===== config.mk =====
export PLATFORM = sky130hd
export DESIGN_NAME = ahb_split_ctrl
export DESIGN_NICKNAME = d
export VERILOG_FILES = /design/src/rtl/ahb_split_ctrl.sv
export SDC_FILE = /design/constraint.sdc
export NUM_CORES = 1
export LEC_CHECK = 0
export CAP_MARGIN = 20
export CORE_MARGIN = 2
export CORE_UTILIZATION = 40
export CTS_BUF_LIST = sky130_fd_sc_hd__clkbuf_2 sky130_fd_sc_hd__clkbuf_4 sky130_fd_sc_hd__clkbuf_8
export DETAILED_ROUTE_END_ITERATION = 7
export HOLD_SLACK_MARGIN = 0.03
export SYNTH_ARGS = -nofsm -noshare
export SYNTH_HDL_FRONTEND = slang
export SYNTH_SLANG_ARGS = --single-unit

===== constraint.sdc =====
create_clock -name HCLK -period 6.8 [get_ports HCLK]
set_input_delay 0.68 -clock HCLK [delete_from_list [all_inputs] [get_ports HCLK]]
set_output_delay 0.68 -clock HCLK [all_outputs]
set_load 0.05 [all_outputs]

===== src/rtl/ahb_split_ctrl.sv =====
// ahb_split_ctrl: slave-side AHB SPLIT controller for a shared, sometimes-busy
// resource. Unlocked transfers that hit a busy resource get a two-cycle SPLIT
// and the master is parked in a pending mask. Once the resource is free,
// pending masters are released one at a time, round-robin, with a
// one-cycle HSPLITx pulse. Illegal HMASTER values get a two-cycle ERROR.
// Locked transfers that hit a busy resource wait in place.
//
// Optional feature macro: AHB_SPLIT_TIMEOUT_EN
//   defined   -> a locked wait gives up after WAIT_MAX wait states with ERROR
//   undefined -> a locked wait holds until the resource is free (no counter)

// One master's pending bit and its release pulse. A set on the same cycle
// as a release wins: the bit stays pending and no pulse is produced.
module ahb_split_pend_cell (
  input  logic HCLK,
  input  logic HRESETn,
  input  logic set,
  input  logic rel,
  output logic pend,
  output logic pulse
);

  // pending bit and one-cycle release pulse
  always_ff @(posedge HCLK or negedge HRESETn) begin
    if (!HRESETn) begin
      pend  <= 1'b0;
      pulse <= 1'b0;
    end else begin
      pulse <= rel & ~set;
      if (set)      pend <= 1'b1;
      else if (rel) pend <= 1'b0;
    end
  end

endmodule

module ahb_split_ctrl #(
  parameter int NUM_MASTERS = 16,
  parameter int RELEASE_GAP = 2,
  parameter int WAIT_MAX    = 8
) (
  input  logic        HCLK,
  input  logic        HRESETn,
  input  logic        HSEL,
  input  logic [1:0]  HTRANS,
  input  logic        HREADY,
  input  logic [3:0]  HMASTER,
  input  logic        HMASTLOCK,
  input  logic        res_busy,
  output logic        HREADYOUT,
  output logic [1:0]  HRESP,
  output logic [15:0] HSPLITx,
  output logic [15:0] pending
);

  localparam logic [2:0] S_IDLE = 3'd0;
  localparam logic [2:0] S_SPL1 = 3'd1;
  localparam logic [2:0] S_SPL2 = 3'd2;
  localparam logic [2:0] S_WAIT = 3'd3;
  localparam logic [2:0] S_ERR1 = 3'd4;
  localparam logic [2:0] S_ERR2 = 3'd5;

  localparam logic [1:0] R_OKAY  = 2'b00;
  localparam logic [1:0] R_ERROR = 2'b01;
  localparam logic [1:0] R_SPLIT = 2'b11;

  localparam logic [4:0] NM    = 5'(NUM_MASTERS);
  localparam logic [3:0] NM_M1 = 4'(NUM_MASTERS - 1);
  localparam logic [3:0] GAP   = 4'(RELEASE_GAP);

  logic [2:0]  state, nxt;
  logic        accept, bad_mst, go_split;
  logic [15:0] set16, rel16;
  logic [3:0]  ptr, gap, sel;
  logic [4:0]  idx;
  logic        found, sched_en, fire;

  assign accept  = HSEL & HREADY & HTRANS[1];
  assign bad_mst = ({1'b0, HMASTER} >= NM);

`ifdef AHB_SPLIT_TIMEOUT_EN
  localparam logic [7:0] WMAX_M1 = 8'(WAIT_MAX - 1);
  logic [7:0] wcnt;

  // wait-state count for the current locked wait; cleared outside WAIT
  always_ff @(posedge HCLK or negedge HRESETn) begin
    if (!HRESETn)             wcnt <= '0;
    else if (state != S_WAIT) wcnt <= '0;
    else                      wcnt <= wcnt + 8'd1;
  end
`else
  localparam int unused_wait_max = WAIT_MAX;
`endif

  logic unused_ok;
  assign unused_ok = &{1'b0, HTRANS[0]};

  // response FSM: states with HREADYOUT=1 may take a new address phase
  always_comb begin
    nxt      = state;
    go_split = 1'b0;
    case (state)
      S_IDLE, S_SPL2, S_ERR2: begin
        nxt = S_IDLE;
        if (accept) begin
          if (bad_mst)        nxt = S_ERR1;
          else if (res_busy) begin
            if (HMASTLOCK)    nxt = S_WAIT;
            else begin
              nxt      = S_SPL1;
              go_split = 1'b1;
            end
          end
        end
      end
      S_SPL1: nxt = S_SPL2;
      S_ERR1: nxt = S_ERR2;
      S_WAIT: begin
        if (!res_busy)           nxt = S_IDLE;
`ifdef AHB_SPLIT_TIMEOUT_EN
        else if (wcnt == WMAX_M1) nxt = S_ERR1;
`endif
      end
      default: nxt = S_IDLE;
    endcase
  end

  // state register
  always_ff @(posedge HCLK or negedge HRESETn) begin
    if (!HRESETn) state <= S_IDLE;
    else          state <= nxt;
  end

  // data-phase response decoded from state so reset shows up immediately
  always_comb begin
    HREADYOUT = 1'b1;
    HRESP     = R_OKAY;
    case (state)
      S_SPL1: begin HREADYOUT = 1'b0; HRESP = R_SPLIT; end
      S_SPL2: begin HREADYOUT = 1'b1; HRESP = R_SPLIT; end
      S_WAIT: begin HREADYOUT = 1'b0; HRESP = R_OKAY;  end
      S_ERR1: begin HREADYOUT = 1'b0; HRESP = R_ERROR; end
      S_ERR2: begin HREADYOUT = 1'b1; HRESP = R_ERROR; end
      default: begin HREADYOUT = 1'b1; HRESP = R_OKAY; end
    endcase
  end

  // one-hot pending set for the master being split this cycle
  always_comb begin
    set16 = '0;
    for (int i = 0; i < NUM_MASTERS; i++)
      set16[i] = go_split && (HMASTER == 4'(i));
  end

  // round-robin search: first pending bit at or after ptr, wrapping at N-1
  always_comb begin
    found = 1'b0;
    sel   = ptr;
    idx   = '0;
    for (int i = 0; i < NUM_MASTERS; i++) begin
      idx = {1'b0, ptr} + 5'(i);
      if (idx >= NM) idx = idx - NM;
      if (!found && pending[idx[3:0]]) begin
        found = 1'b1;
        sel   = idx[3:0];
      end
    end
  end

  // no releases while the resource is busy, during a SPLIT response,
  // or while the inter-pulse gap is still running
  assign sched_en = ~res_busy & (|pending) & (gap == 4'd0) &
                    (state != S_SPL1) & (state != S_SPL2);
  assign fire     = sched_en & found & ~set16[sel];

  // one-hot release request to the selected master
  always_comb begin
    rel16 = '0;
    if (fire) rel16[sel] = 1'b1;
  end

  // release pointer and gap counter
  always_ff @(posedge HCLK or negedge HRESETn) begin
    if (!HRESETn) begin
      ptr <= '0;
      gap <= '0;
    end else if (fire) begin
      ptr <= (sel == NM_M1) ? 4'd0 : sel + 4'd1;
      gap <= GAP;
    end else if (gap != 4'd0) begin
      gap <= gap - 4'd1;
    end
  end

  // per-master pending/pulse cells; lanes above NUM_MASTERS are tied off
  for (genvar g = 0; g < 16; g++) begin : g_lane
    if (g < NUM_MASTERS) begin : g_on
      ahb_split_pend_cell u_cell (
        .HCLK   (HCLK),
        .HRESETn(HRESETn),
        .set    (set16[g]),
        .rel    (rel16[g]),
        .pend   (pending[g]),
        .pulse  (HSPLITx[g])
      );
    end else begin : g_off
      assign pending[g] = 1'b0;
      assign HSPLITx[g] = 1'b0;
    end
  end

endmodule

* Word level (Yosys, flattened, before mapping)
Index checks and enable logic that the tools add are counted.
** Cells by class
- Add/subtract/negate cells :: 33
- Order comparisons :: 34
- Eq/ne operators :: 24
- Muxes and demuxes :: 131
- Bitwise logic cells :: 42
- Reduce and logical (&&, ||, !) cells :: 73
** Operator list (number)
- $mux W4 :: 35
- $lt A4 B5 Y1 const B :: 17
- $ge A5 B5 Y1 const B :: 15
- $mux W1 :: 71
- $bmux W1 S4 :: 17
- $sub A4 B1 Y4 const B :: 17
- $add A4 B4 Y5 const B :: 8
- $eq A4 B4 Y1 const B :: 9
- $reduce_bool A2 Y1 :: 17
- $logic_and A1 B1 Y1 :: 32
- $and A1 B1 Y1 :: 24
- $add A4 B3 Y5 const B :: 4
- $not A1 Y1 :: 18
- $eq A4 B3 Y1 const B :: 4
- $mux W16 :: 1
- $reduce_or A16 Y1 :: 1
- $logic_not A1 Y1 :: 15
- $pmux W3 S4 :: 1
- $add A4 B2 Y5 const B :: 2
- $eq A4 B2 Y1 const B :: 2
- $logic_not A4 Y1 :: 2
- $eq A3 B2 Y1 const B :: 2
- $eq A3 B3 Y1 const B :: 2
- $mux W3 :: 2
- other kinds (16) :: 19
** Word-level totals
- Bits in registers :: 43
- Bits of input ports :: 12
- Output and inout port bits :: 35

* Logic depth before layout (Yosys ltp)
- Depth in word-level cells :: 57
- Depth in mapped cells :: 22
- Mapped depth without buffers :: 15

* Cells and area by module
Synthesis repeated with hierarchy kept, for this count alone.
** Second synthesis, totals
- Cell total of the unflattened synthesis :: 460
- Area total of the unflattened synthesis :: 4232.8 µm²
** Modules (own cells, without submodules)
- ahb_split_ctrl :: times used 1, cells an instance 380, area an instance 3191.8 µm²
- ahb_split_pend_cell :: times used 16, cells an instance 5, area an instance 65.1 µm²

* Worst setup path after synthesis
OpenSTA, ideal clock, no wires.
- Path type :: reg-to-reg
- Start point :: register ptr[1]
- End point :: register g_lane[14].g_on.u_cell.pend
- Arrival time :: 5.133 ns
- Data required time :: 6.717 ns
- Slack :: 1.585 ns
- Stages on the path, launching flop included :: 21
- Buffers on the path :: 6
- Cells stage by stage :: dfrtp_1 > buf_2 > buf_4 > buf_1 > clkinv_1 > ha_1 > buf_2 > clkbuf_1 > mux4_2 > mux2i_1 > mux2i_1 > or3_1 > nor3_4 > buf_4 > a311oi_1 > xnor2_1 > inv_1 > ha_1 > and2_1 > and3_1 > o22ai_1
** Between the ends
- Word-level cells in the longest chain between the ends :: 56
** Ends and longest elaborated chain
- from (decl) :: RTL line 74 : logic [3:0] ptr, gap, sel;
- from (signal assigned) :: RTL line 188 : ptr <= (sel == NM_M1) ? 4'd0 : sel + 4'd1;
- branches (longest 54 deep; another with $add A4 B1 Y5)
- $mux W16 (*) :: RTL line 179 : if (fire) rel16[sel] = 1'b1;
- $reduce_bool A2 Y1 (no line) (*)
- to (signal assigned) :: RTL line 26 : pend <= 1'b0;
- to (signal assigned) :: RTL line 30 : if (set) pend <= 1'b1;
- to (signal assigned) :: RTL line 31 : else if (rel) pend <= 1'b0;
- to (decl) :: RTL line 19 : output logic pend,
Mark *: on every way between the ends. The select of a mux whose other input is x is not followed.
A chain may end at the register's enable or synchronous reset.

* Worst setup path after layout
- Start point :: register ptr[1]
- End point :: register ptr[3]
** Between the ends
- Word-level cells in the longest chain between the ends :: 54
** Ends and longest elaborated chain
- branches (longest 54 deep; another with $add A4 B1 Y5)
Parallel ways; which one is timed is not known. The select of a mux whose other input is x is not followed.

==> results by group <==
Worst setup path
  • R2R cell count: 13
  • Worst Setup End Kind: register
  • Worst EP arrival: around 5.7 ns
  • WS Path Type: register to register
  • CP max FO: 20
  • Required @ worst endpoint: around 7 ns
  • Startpoint Class: register

Global routing
  • Met1 usage: 0.315
  • Pin count of the biggest net entering global routing: 44
  • Grt met3 use: 0.0380
  • Vias in the first global route: ~4,200
  • Gr busiest metal: met2
  • GR Overflow Total: 0
  • Initial antenna violation count: 0
  • GRT Util Overall: 0.228
  • M2 GR Usage: 0.360
  • First-pass GRT wire length: about 23,000 um

Timing
  • Least-Margin Pin Slew: around 0.9 ns
  • Final setup fails: 0
  • Setup TNS: 0 ns
  • Max_slew headroom: 0.393
  • Pins Over Slew Limit: 0
  • FMAX: 183 MHz
  • Fin. Hold Viols: 0
  • Tmin final: 5.46 ns
  • RSZ-0062 raised after global routing: no
  • Setup Skew: 0.00227 ns
  • Final worst setup slack: 1.34 ns
  • Final period util: 0.803

Yosys
  • Post-synth top area share: 0.226
  • Post-synthesis instance total: 522
  • Synth Flop Type: dfrtp_1
  • Yosys warning count: 0
  • Post-synthesis sequential area ratio: 0.226
  • Syn nets: 546
  • Synth async-reset ratio: 1.00
  • Synthesized flop and latch total: 43
  • Number of synthesized flops with an enable pin: 0
  • Post-synth cell types: 72
  • Dominant cell type by area after synthesis: dfrtp_1
  • Leading cell types by count after synthesis: dfrtp_1, buf_4, inv_1, nand2_1, nor2_1
  • Mean Syn Cell Area: 9.12 um^2
  • Post-Syn Area: 0.00476 mm^2
  • Synth top area cells: dfrtp_1, mux4_2, mux2i_1
  • Most frequent cell after synthesis: dfrtp_1

Worst hold path
  • HP Class: input port to asynchronous set/reset pin

Run
  • Max cap viols: 0

Floorplanning
  • Die width: 113 um
  • Die area: 0.0128 mm^2
  • Row count: 39
  • Num ports: 47
  • Die Y: roughly 110 um
  • Core Box Area: about 0.012 mm^2
  • Initial Util: 0.413

Clocking
  • Total CTS buffers: 5
  • Root Buffer: clkbuf_8
  • Setup Fix Bufs, Post-CTS: 0
  • PostCTS Resize Cnt: 0
  • Num Clock Sinks: 43
  • Clk_lat worst skew: roughly 0.30 ns
  • CTS Hold Bufs: 0
  • Worst-path clk slew: 0.08 ns
  • Htree depth: 2
  • CTS max path bufs: 2
  • CTS tree: done

Route
  • TritonRoute pass-1 iters: 7
  • Initial DRC Count: 224
  • Final WL: 14,300 um
  • Vias per inst: 6.31
  • Drt wl/cell: about 21 um
  • Final ANT Viol Nets: 0
  • DRC: 1
  • Via count: 4,250

Placement
  • I/O Buffers: 45
  • DP Wirelength: 10,800 um
  • RePlAce Congestion: 0.944
  • Worst slack at placement: 1.36 ns

Final layout
  • Total Nets Final: about 560
  • Diodes inserted: 0
  • Synthesis-to-layout area growth: 9.83%
  • Fraction of layout cells with a size suffix above 1: 0.160

Status
  • Failing checks: DRC
  • Outcome: complete, but fails checks
final cells by class:
class                      instances  area (um^2)
clock buffer                       5         68.8
clock inverter                     2         37.5
inverter                          34          128
multi-input combinational        387         3180
timing repair buffer              60          558
sequential                        43         1080
fill                            1142         6290
tap                              143          179
final timing paths:
check,from,end,slack [ns]
setup / recovery,ptr[1]$_DFFE_PN0P_,ptr[3]$_DFFE_PN0P_,1.34
hold / removal,HRESETn,g_lane[10].g_on.u_cell.pulse$_DFF_PN0_,0.51
setup reg to reg,ptr[1]$_DFFE_PN0P_,ptr[3]$_DFFE_PN0P_,1.34
hold reg to reg,gap[3]$_DFFE_PN0P_,gap[3]$_DFFE_PN0P_,0.54
max in group asynchronous,HRESETn,g_lane[1].g_on.u_cell.pend$_DFFE_PN0P_,5.72
min in group HCLK,gap[3]$_DFFE_PN0P_,gap[3]$_DFFE_PN0P_,0.54
metrics by stage:
step / hold slack, ns / std cells / utilization / instance area, um^2
6_report: 0.513 / 674 / 0.454 / 5230
5_1_grt: 0.572 / 674 / 0.454 / 5230
4_1_cts: 0.542 / 674 / 0.454 / 5230
3_5_place_dp: 0.523 / 667 / 0.445 / 5120
3_3_place_gp: 0.508 / 667 / 0.445 / 5120
2_1_floorplan: 0.384 / 522 / - / 4760
state kept, by name (all words and copies together), names as in the netlist:
signal / flops
g_lane.g_on.u_cell.pend: 16
gap: 4
state: 3
g_lane.g_on.u_cell.pulse: 16
ptr: 4
kinds of logic after synthesis:
| group | count (synthesis) | synth area share |
|---|---|---|
| and+or+nand+nor | 163 | 0.188 |
| AOI/OAI and AO/OA | 119 | 0.175 |
| buffers and inverters | 92 | 0.106 |
| muxes | 75 | 0.241 |
| DFF | 43 | 0.226 |
| xor gates and xnor gates | 18 | 0.0331 |
| adders and majority gates | 12 | 0.0315 |
cell usage in the layout (no fill, tap or decap), drive strengths merged, types with 4 or more instances in the layout:
cell type | netlist | routed
a21oi | 21 | 21
a31oi | 6 | 6
and2 | 6 | 6
and3 | 10 | 10
buf | 49 | 16
clkbuf | 9 | 5
clkdlybuf4s50 | 0 | 44
dfrtp | 43 | 43
ha | 12 | 12
inv | 32 | 32
mux2 | 16 | 16
mux2i | 29 | 29
mux4 | 30 | 30
nand2 | 32 | 32
nand2b | 8 | 8
nand3 | 10 | 10
nand4 | 4 | 4
nor2 | 32 | 32
nor2b | 4 | 4
nor3 | 29 | 29
nor4 | 5 | 5
o21ai | 25 | 25
o22ai | 15 | 15
o32ai | 7 | 7
or3 | 6 | 6
xnor2 | 12 | 12
xor2 | 6 | 6
layer usage:
metal  vias up  share of wire
met5         -              0
met4         0          0.031
met3        26          0.068
met2       162           0.47
met1      2105           0.44
li1       1957              -
worst max-delay path, cell delays in order (launching register included):
cell,delay (ns)
dfrtp_1,0.35
clkinv_1,0.06
buf_4,0.19
ha_1,0.81
mux4_2,0.64
mux2i_1,0.28
nor2_1,0.22
or4_1,0.75
nor3_4,0.49
o2111ai_1,0.25
a41oi_1,0.26
nand2_1,0.47
a41o_1,0.39
a31o_1,0.18
Power is not shown: default switching activity piles up to over one toggle a cycle in this logic, so the estimate is an artifact.
